## src/rtl/rr_mux_4x1.sv

```systemverilog
// rr_mux_4x1 -- four-channel round-robin multiplexer with valid/ready handshake.
//
// The block gathers words from four source channels onto one registered output
// stream. Each output word carries the index of the channel it came from on
// {s1,s0}, so a downstream 1-to-4 demux can route it back.
//
// Ports:
//   clk       rising-edge clock
//   rst       asynchronous, active-high reset
//   a0..a3    channel data words (DATA_W bits each)
//   in_valid  bit k: channel k offers a word on ak
//   in_ready  bit k: channel k's word is taken this cycle (one-hot or zero)
//   y         registered output word
//   y_valid   y, s1, s0 hold a word
//   y_ready   downstream takes the word this cycle
//   s1, s0    source channel index of the word on y (MSB, LSB)

module rr_mux_4x1 #(
  parameter int DATA_W = 8
) (
  input  logic              clk,
  input  logic              rst,
  input  logic [DATA_W-1:0] a0,
  input  logic [DATA_W-1:0] a1,
  input  logic [DATA_W-1:0] a2,
  input  logic [DATA_W-1:0] a3,
  input  logic [3:0]        in_valid,
  output logic [3:0]        in_ready,
  output logic [DATA_W-1:0] y,
  output logic              y_valid,
  input  logic              y_ready,
  output logic              s1,
  output logic              s0
);

  typedef enum logic {
    EMPTY = 1'b0,
    FULL  = 1'b1
  } state_t;

  state_t            r_state;
  logic [1:0]        r_ptr;
  logic [1:0]        r_sel;
  logic [DATA_W-1:0] r_y;
  logic              r_yValid;

  logic              w_slotFree;
  logic              w_grant;
  logic [1:0]        w_grantIdx;
  logic [DATA_W-1:0] w_grantData;

  // The output slot can take a new word when it is empty, or when the word it
  // holds leaves this very cycle (pop and push on the same edge).
  assign w_slotFree = (r_state == EMPTY) || y_ready;

  // Round-robin scan starting at r_ptr; the 2-bit index wraps naturally mod 4.
  // Nothing is granted while reset is held, so no source believes its word
  // was taken while the block is being cleared.
  always_comb begin
    logic [1:0] w_idx;
    w_grant    = 1'b0;
    w_grantIdx = 2'd0;
    w_idx      = 2'd0;
    if (w_slotFree && !rst) begin
      for (int i = 3; i >= 0; i--) begin
        w_idx = r_ptr + 2'(i);
        if (in_valid[w_idx]) begin
          w_grant    = 1'b1;
          w_grantIdx = w_idx;
        end
      end
    end
  end

  // Iterating from the far end backwards means the last hit written is the
  // closest channel to r_ptr, which is the round-robin winner.
  assign in_ready = w_grant ? (4'b0001 << w_grantIdx) : 4'b0000;

  // Select the winning channel's word for loading into the output register.
  always_comb begin
    w_grantData = a0;
    case (w_grantIdx)
      2'd1:    w_grantData = a1;
      2'd2:    w_grantData = a2;
      2'd3:    w_grantData = a3;
      default: w_grantData = a0;
    endcase
  end

  // Output register and slot FSM. A grant always loads the slot (covering the
  // back-to-back case); a pop without a grant just marks the slot empty and
  // leaves the old data visible on y/s1/s0. The pointer only moves on a grant.
  always_ff @(posedge clk or posedge rst) begin
    if (rst) begin
      r_state  <= EMPTY;
      r_ptr    <= 2'd0;
      r_sel    <= 2'd0;
      r_y      <= '0;
      r_yValid <= 1'b0;
    end else if (w_grant) begin
      r_state  <= FULL;
      r_ptr    <= w_grantIdx + 2'd1;
      r_sel    <= w_grantIdx;
      r_y      <= w_grantData;
      r_yValid <= 1'b1;
    end else if (r_state == FULL && y_ready) begin
      r_state  <= EMPTY;
      r_yValid <= 1'b0;
    end
  end

  assign y       = r_y;
  assign y_valid = r_yValid;
  assign s1      = r_sel[1];
  assign s0      = r_sel[0];

endmodule

```

## config.mk

```make
export PLATFORM = sky130hd
export DESIGN_NAME = rr_mux_4x1
export DESIGN_NICKNAME = d
export VERILOG_FILES = /design/src/rtl/rr_mux_4x1.sv
export SDC_FILE = /design/constraint.sdc
export NUM_CORES = 1
export LEC_CHECK = 0
export CORE_MARGIN = 2
export CORE_UTILIZATION = 38
export CTS_CLUSTER_DIAMETER = 30
export CTS_CLUSTER_SIZE = 12
export DETAILED_ROUTE_END_ITERATION = 10
export PLACE_DENSITY = 0.87
export SLEW_MARGIN = 20
export SYNTH_ARGS = -nofsm -noshare
export SYNTH_HDL_FRONTEND = slang
export SYNTH_SLANG_ARGS = --single-unit
export TNS_END_PERCENT = 5
```

## constraint.sdc

```tcl
create_clock -name clk -period 4 [get_ports clk]
set_input_delay 1.2 -clock clk [delete_from_list [all_inputs] [get_ports clk]]
set_output_delay 1.2 -clock clk [all_outputs]
set_load 0.01 [all_outputs]
```

After elaboration in Yosys (flattened, before gate mapping). Cells that the tools add are included.

Register bits after elaboration: 13. Input port bits: 39. Output and inout bits: 15. Word-level logic and storage cells: 44.

$add $sub $neg: 4. $lt $le $gt $ge: 4. Equal/unequal tests: 3. Shift-type cells: 1. Muxes and demuxes: 22. Bitwise logic cells: 1. Reductions and logical operators: 5.

Operators with widths (count): $pmux W8 S3 (1); $lt A2 B3 Y1 const B (4); $mux W1 (11); $mux W2 (5); $bmux W1 S2 (4); $add A2 B1 Y2 const B (2); $add A2 B2 Y2 const B (2); $eq A2 B2 Y1 const B (2); $mux W4 (1); $shl A1 B2 Y4 const A (1); $eq A2 B1 Y1 const B (1); $logic_and A1 B1 Y1 (2); $reduce_bool A2 Y1 (1); $logic_not A1 Y1 (1); $logic_or A1 B1 Y1 (1); $not A1 Y1 (1).

Depth between registers and ports, before layout. Gate-level depths: netlist of the first run.

Word-level depth: 10. Depth in mapped cells: 10. Mapped depth without buffers: 8.

Worst setup path after synthesis of the first run. No wires, ideal clock.

Path type: input-to-output. Start point: in in_valid[0]. End point: out in_ready[1]. Data arrival time: 2618 ps. Data required time: 2800 ps. Setup slack: 182 ps. Stages on the path: 8. Path buffers: 1. Cells stage by stage: or2b_1 > o211ai_1 > a2111o_1 > inv_1 > ha_1 > buf_1 > inv_1 > nor2_1.

Cells in the longest elaborated chain, start to end: 9. Elaborated cells on any way between the ends: 20. Those cells by class: shift: 1; mux: 19.

RTL lines: from (decl) (line 27) `input logic [3:0] in_valid,`; $bmux W1 S2 (line 67) `if (in_valid[w_idx]) begin`; $mux W1 (implied by the code) (line 67); $mux W2 (3 in series) (line 67); $mux W2 * (line 67); $mux W2 * (line 64) `if (w_slotFree && !rst) begin`; net w_grantIdx[0] (line 49) `logic [1:0] w_grantIdx;`; $shl A1 B2 Y4 * (line 77) `assign in_ready = w_grant ? (4'b0001 << w_grantIdx) : 4'b0000;`; $mux W4 * (line 77); to (decl) (line 28) `output logic [3:0] in_ready,`.

Mark *: on every way through the listed nets, which the timed path passes. The rest lies on a longest branch. The select of a mux whose other input is x is not followed.

Final worst setup path of the first run.
Start point: in in_valid[1]. End point: out in_ready[0].

The elaborated chain is that of the path after synthesis.

==> results of run 1 <==
[synth_stat cells]
| cell type | instances |
|---|---|
| dfrtp_1 | 13 |
| o31ai_4 | 1 |
| a311o_1 | 1 |
| ha_1 | 5 |
| buf_2 | 1 |
| a221oi_1 | 4 |
| nand2b_1 | 3 |
| a21bo_2 | 1 |
| nor2_1 | 7 |
| o21ai_2 | 1 |
| buf_1 | 3 |
| nor2b_1 | 1 |
| buf_6 | 2 |
| a21oi_1 | 12 |
| or2b_1 | 2 |
| inv_1 | 18 |
| a22oi_1 | 8 |
| a221oi_2 | 4 |
| o211ai_1 | 3 |
| clkbuf_1 | 2 |
| a2111o_1 | 1 |
| a211o_1 | 1 |
| a21o_1 | 9 |
| nand2_1 | 2 |
| nor4_1 | 1 |
| mux2_2 | 1 |
[how the worst max path moves through the flow]
stage | from | endpoint | slack, ns | depth (start not counted)
finish | in_valid[1] | in_ready[0] | 0.08 | 10
floorplan | in_valid[0] | in_ready[1] | 0.18 | 8
detailed placement | in_valid[0] | in_ready[3] | -0.55 | 9
global route | in_valid[1] | in_ready[1] | 0.01 | 10
CTS | in_valid[0] | in_ready[0] | 0.08 | 9
global placement | in_valid[0] | in_ready[1] | -0.49 | 9
[worst reg2reg max path, stage by stage, from the launching register on]
cell and delay [ns]:
dfrtp_1 0.47, nand2b_1 0.18, o211ai_1 0.10, a2111o_1 0.43, buf_6 0.15, buf_4 0.12, ha_1 0.39, a21oi_1 0.26
a221oi_2 0.08, a21o_1 0.18
[metal layers]
| layer | wire [microns] | part of all wire | global-route usage | vias to the layer above |
|---|---|---|---|---|
| met5 | 0 | 0 | 0 | - |
| met4 | 53 | 0.018 | 0.0750 | 0 |
| met3 | 272 | 0.094 | 0.0628 | 8 |
| met2 | 1500 | 0.52 | 0.396 | 60 |
| met1 | 1050 | 0.36 | 0.200 | 478 |
| li1 | - | - | - | 519 |
[power by group through the flow]
stage / Sequential, mW / Combinational [mW] / Clock (mW)
4_1_cts: 0.209 / 0.330 / 0.0802
5_1_grt: 0.215 / 0.360 / 0.0865
3_5_place_dp: 0.211 / 0.322 / 0
6_report: 0.210 / 0.331 / 0.0779
2_1_floorplan: 0.223 / 0.149 / 0
3_3_place_gp: 0.209 / 0.314 / 0
[repair_timing]
item,in CTS,in global routing
pin swaps,2,3
endpoints found under the setup margin,4,4
gates resized for setup,25,6
buffers inserted,4,0
gates cloned,0,0
[stage by stage]
step | instances | worst slack (ns) | instance area [sq um]
6_report | 206 | 0.0767 | 1660
5_1_grt | 206 | 0.0129 | 1660
4_1_cts | 206 | 0.0752 | 1650
3_5_place_dp | 198 | -0.554 | 1610
3_3_place_gp | 198 | -0.488 | 1610
2_1_floorplan | 107 | 0.182 | 968
[layout make-up]
cell class,instances,area (sq um)
Tap cell,30,37.5
Sequential cell,13,325
Timing Repair Buffer,73,657
Fill cell,195,796
Multi-Input combinational cell,68,546
Clock buffer,4,26.3
Inverter,18,67.6
[logic make-up after synthesis]
group           count (synthesis)
mux                             1
flops                          13
compound gates                 46
fa+ha+maj                       5
buf+inv                        26
simple gates                   16
[flip-flops by register name, indices dropped and copies added (netlist names)]
signal	count
r_ptr	2
y	8
y_valid	1
r_sel	2
==> results_dict.tcl, run 1 <==
set metrics [dict create \
    clock_power_share 0.126 \
    endpoint_kind "primary output" \
    r2r_slack_ns 1.54 \
    final_cell_mix "clkdlybuf4s50_1, buf_4, inv_1" \
    grt_pass1_wl_microns 4270 \
    worstSetupPathType "input pin to primary output" \
    synth_area_sq_um 968 \
    path_delay_family "buffers and inverters" \
    ys_types 26 \
    wl_per_cell_microns 14.0 \
    hp-class "register to register" \
    synth_area_leaders "dfrtp_1, a21o_1, inv_1" \
    synth.ff_latch_count 13 \
    fmax_mhz 255 \
    port_buffers 53 \
    clk_pin_slew_ns 0.07 \
    ys_warn_count 0 \
    internal_power_mw 0.401 \
    firstDrtPassIters 4 \
    antenna_found_initial 0 \
    reg2reg_depth 9 \
    ys_seq_area_frac 0.336 \
    cpMaxStageDelayCell "nor4_2" \
    rows 18 \
    maxCapViolCount 0 \
    drt_iter0_drc 23 \
    fp.dieW_microns 54.5 \
    postSynthCellCount 107 \
    synth-compound-area-share 0.388 \
    numClockSinks 13 \
    rsz0062_at_grt "false" \
    layout_commonest_cell "clkdlybuf4s50_1" \
    cts_buffers 3 \
    die_y_microns 54.5 \
    syn2layout_area_growth_pct 71.3 \
    clk_latency_ns 0.27 \
    drcViolationCount 0 \
    arrival_ns 2.72 \
    rr_endpoint "y[1]" \
    layout_min_cycle_time_ns 3.92 \
    holdBufCountCts 0 \
    die_area_sq_mm 0.00297 \
    postLayoutCoreUtil 0.676 \
    root_buffer "clkbuf_4" \
    p_seq_frac 0.340 \
    vias 1065 \
    fin_hold_ws_ns 0.477 \
    grt_max_degree 17 \
    vias_per_cell 5.17 \
    coreArea_sq_mm 0.00245 \
    post-route-period-util 0.981 \
    postRouteAntennaNets 0 \
    synthAdderAreaFrac 0.0646 \
    min_to "y[4]" \
    drive_above_1_share 0.244 \
    final_hold_viol_count 0 \
    grt_pass1_vias 1089 \
    min-delay-start "y[4]" \
    p_leak_nw 0.793 \
    cts_buffer_depth 2 \
    fin_skew_ns 0.00382 \
    worstPathMaxFanout 4 \
    pin_count 54 \
    synthXorXnorAreaFrac 0 \
    design_power_total_mw 0.619 \
    setup_viol 0 \
    initial_utilization 0.394 \
    r2r-start "r_ptr[0]" \
    fin_tns_setup_ns 0 \
    grt-ovfl-total 0 \
    path_cells "dlygate4sd2_1 > o211ai_1 > a21oi_1 > nor4_2 > buf_4 > inv_1 > ha_1 > inv_1 > nor2_1 > buf_2" \
    max-slew-margin-rel 0.608 \
    avgSynthCellArea_sq_um 9.05 \
    outcome "completed" \
    muxShareOfSynthArea 0.0116 \
    worstHoldPathCells 1 \
    worstMarginPinSlew_ns 0.588 \
    place_congestion 0.799 \
    fin_nets 221 \
    combPwrFrac 0.534 \
    syn_nets 151 \
    switching_power_mw 0.218 \
    critical_path_buf_inv_count 5 \
    wl_microns 2880 \
    slowest_delay_ns 0.30 \
    yosysTopAreaCell "dfrtp_1" \
    switching_share 0.353 \
    yosys.area_share.simple 0.0827 \
    synth_top_family_by_area "compound AO/OA/AOI/OAI gates" \
    critPathRequiredTime_ns 2.80 \
    crit_top_cell "inv_1" \
    synth_top_area_share 0.336 \
    power.density_mw_per_mm2 373 \
    antennaDiodeCount 0 \
    cts_tree "yes" \
    vdd_ir_drop_max_mv 0.298 \
    cp-start-kind "input pin" \
    dp_hpwl_microns 2180 \
    htreeDepth 1 \
    grt_usage 0.204 \
    maxSlewViolCount 0 \
]
(Power assumes the default switching activity.)
==> run 2, diff against run 1 <==
--- a/config.mk
+++ b/config.mk
@@ -5,12 +5,12 @@
 export SDC_FILE = /design/constraint.sdc
 export NUM_CORES = 1
 export LEC_CHECK = 0
-export CORE_MARGIN = 2
 export CORE_UTILIZATION = 38
 export CTS_CLUSTER_DIAMETER = 30
 export CTS_CLUSTER_SIZE = 12
 export DETAILED_ROUTE_END_ITERATION = 10
 export PLACE_DENSITY = 0.87
+export SKIP_LAST_GASP = 1
 export SLEW_MARGIN = 20
 export SYNTH_ARGS = -nofsm -noshare
 export SYNTH_HDL_FRONTEND = slang
==> run 2 against run 1 <==
Compared with the run above:
- clock skew up 0.0057 ns
- sequential power about the same
- core utilization rose by 3.8 points
- sequential cell count is the same
- first-iteration DRC count shrank 4.3%
- critical path type unchanged
- largest cell class unchanged
- highest routed layer unchanged
==> results_dict.tcl, run 2 (synthesis gave the netlist of run 1 again) <==
set metrics [dict create \
    outcome "completed" \
    syn2layout_area_growth_pct 69.4 \
    drt_iter0_drc 22 \
    worstSetupPathType "input pin to primary output" \
    fin_area_sq_mm 0.00164 \
    post-route-period-util 0.982 \
    rsz0062_at_grt "false" \
    pin_count 54 \
    dp_hpwl_microns 2210 \
    layout_min_cycle_time_ns 3.93 \
    cts_tree "yes" \
    reg2reg_depth 8 \
    die_y_microns 52.5 \
    multiInputGateArea_sq_um 546 \
    clk_pin_slew_ns 0.07 \
    grt_max_degree 17 \
    wl_per_cell_microns 14.4 \
    drive_above_1_share 0.236 \
    final_cell_mix "clkdlybuf4s50_1, buf_4, inv_1" \
    vias 1061 \
    firstDrtPassIters 4 \
    root_buffer "clkbuf_4" \
    antennaDiodeCount 0 \
    fmax_mhz 255 \
    endpoint_kind "primary output" \
    maxSlewViolCount 0 \
    grt_pass1_wl_microns 4520 \
    max-slew-margin-rel 0.602 \
    place_area_sq_mm 0.00159 \
    initial_utilization 0.422 \
    worstMarginPinSlew_ns 0.598 \
    p_leak_nw 0.784 \
    regArea_sq_um 325 \
    r2r-start "r_ptr[0]" \
    setup_viol 0 \
    cp-start-kind "input pin" \
    worstPathMaxFanout 4 \
    clk_latency_ns 0.28 \
    numClockSinks 13 \
    path_delay_family "buffers and inverters" \
    min-delay-start "y[1]" \
    critPathRequiredTime_ns 2.80 \
    fin_tns_setup_ns 0 \
    power.density_mw_per_mm2 379 \
    fin_skew_ns 0.00948 \
    place_congestion 0.870 \
    postRouteAntennaNets 0 \
    wl_microns 2900 \
    worstHoldPathCells 1 \
    fillers 171 \
    cts_buffers 3 \
    drcViolationCount 0 \
    port_buffers 53 \
    die_area_sq_mm 0.00275 \
    rows 17 \
    path_cells "clkdlybuf4s50_1 > a2111o_1 > buf_6 > ha_2 > inv_1 > nor2_1 > buf_2" \
    htreeDepth 1 \
    layout_commonest_cell "clkdlybuf4s50_1" \
    design_power_total_mw 0.621 \
    final_hold_viol_count 0 \
    slowest_delay_ns 0.49 \
    fp.dieW_microns 52.5 \
    cts_buffer_depth 2 \
    grt_usage 0.225 \
    fin_hold_ws_ns 0.481 \
    fin_nets 219 \
    cpMaxStageDelayCell "clkdlybuf4s50_1" \
    hp-class "register to register" \
    maxCapViolCount 0 \
    antenna_found_initial 0 \
    vias_per_cell 5.25 \
    coreArea_sq_mm 0.00230 \
    grt-ovfl-total 0 \
    largest_reg_flops 8 \
    arrival_ns 2.73 \
    crit_cells 7 \
    critical_path_buf_inv_count 4 \
    vdd_ir_drop_max_mv 0.333 \
    startpoint "rst" \
    grt_pass1_vias 1025 \
]
-- run 2: changes by cell type in the layout (fill, tap and decap cells not counted) --
cell and delta:
buf_4 -2, clkdlybuf4s15_1 -1, dlygate4sd2_1 +1
-- run 2: report_power, final --
group	internal [mW]	switching, mW
Clock	0.0387	0.0452
Combinational	0.186	0.141
Sequential	0.174	0.0366
Total	0.398	0.223
-- run 2: routing by layer --
layer	vias to the layer above	wire length (microns)	GRT usage
met2	45	1360	0.390
met5	-	0	0
li1	514	-	-
met1	498	1210	0.250
met4	0	35	0.0877
met3	4	293	0.0754
-- run 2: worst paths after layout --
check                               to  slack (ns)
max in group asynchronous         y[5]        2.28
min in group asynchronous     r_ptr[0]        1.37
min reg2reg                       y[1]        0.48
max                        in_ready[0]        0.07
max reg2reg                       y[7]        1.48
min                               y[1]        0.48
-- run 2: final cells by class --
type                       instances  area share
timing repair buffer              71       0.391
tap                               28      0.0214
multi-input combinational         68       0.333
clock buffer                       4      0.0160
inverter                          18      0.0412
sequential                        13       0.198
-- run 2: stage by stage --
stage               setup WS [ns]  std cells   util
floorplan                   0.182        107      -
CTS                        0.0716        201  0.709
finish                     0.0720        202  0.714
detailed placement         -0.580        194  0.693
global route               0.0108        202  0.714
global placement           -0.485        194  0.693
-- run 2: what timing repair did --
action | in CTS | in global routing
endpoints found under the setup margin | 4 | 3
hold endpoints to repair | 0 | 0
gates cloned | 0 | 0
pin swaps | 2 | 1
buffers inserted | 3 | 1
resized for setup | 26 | 4
hold buffers | 0 | 0
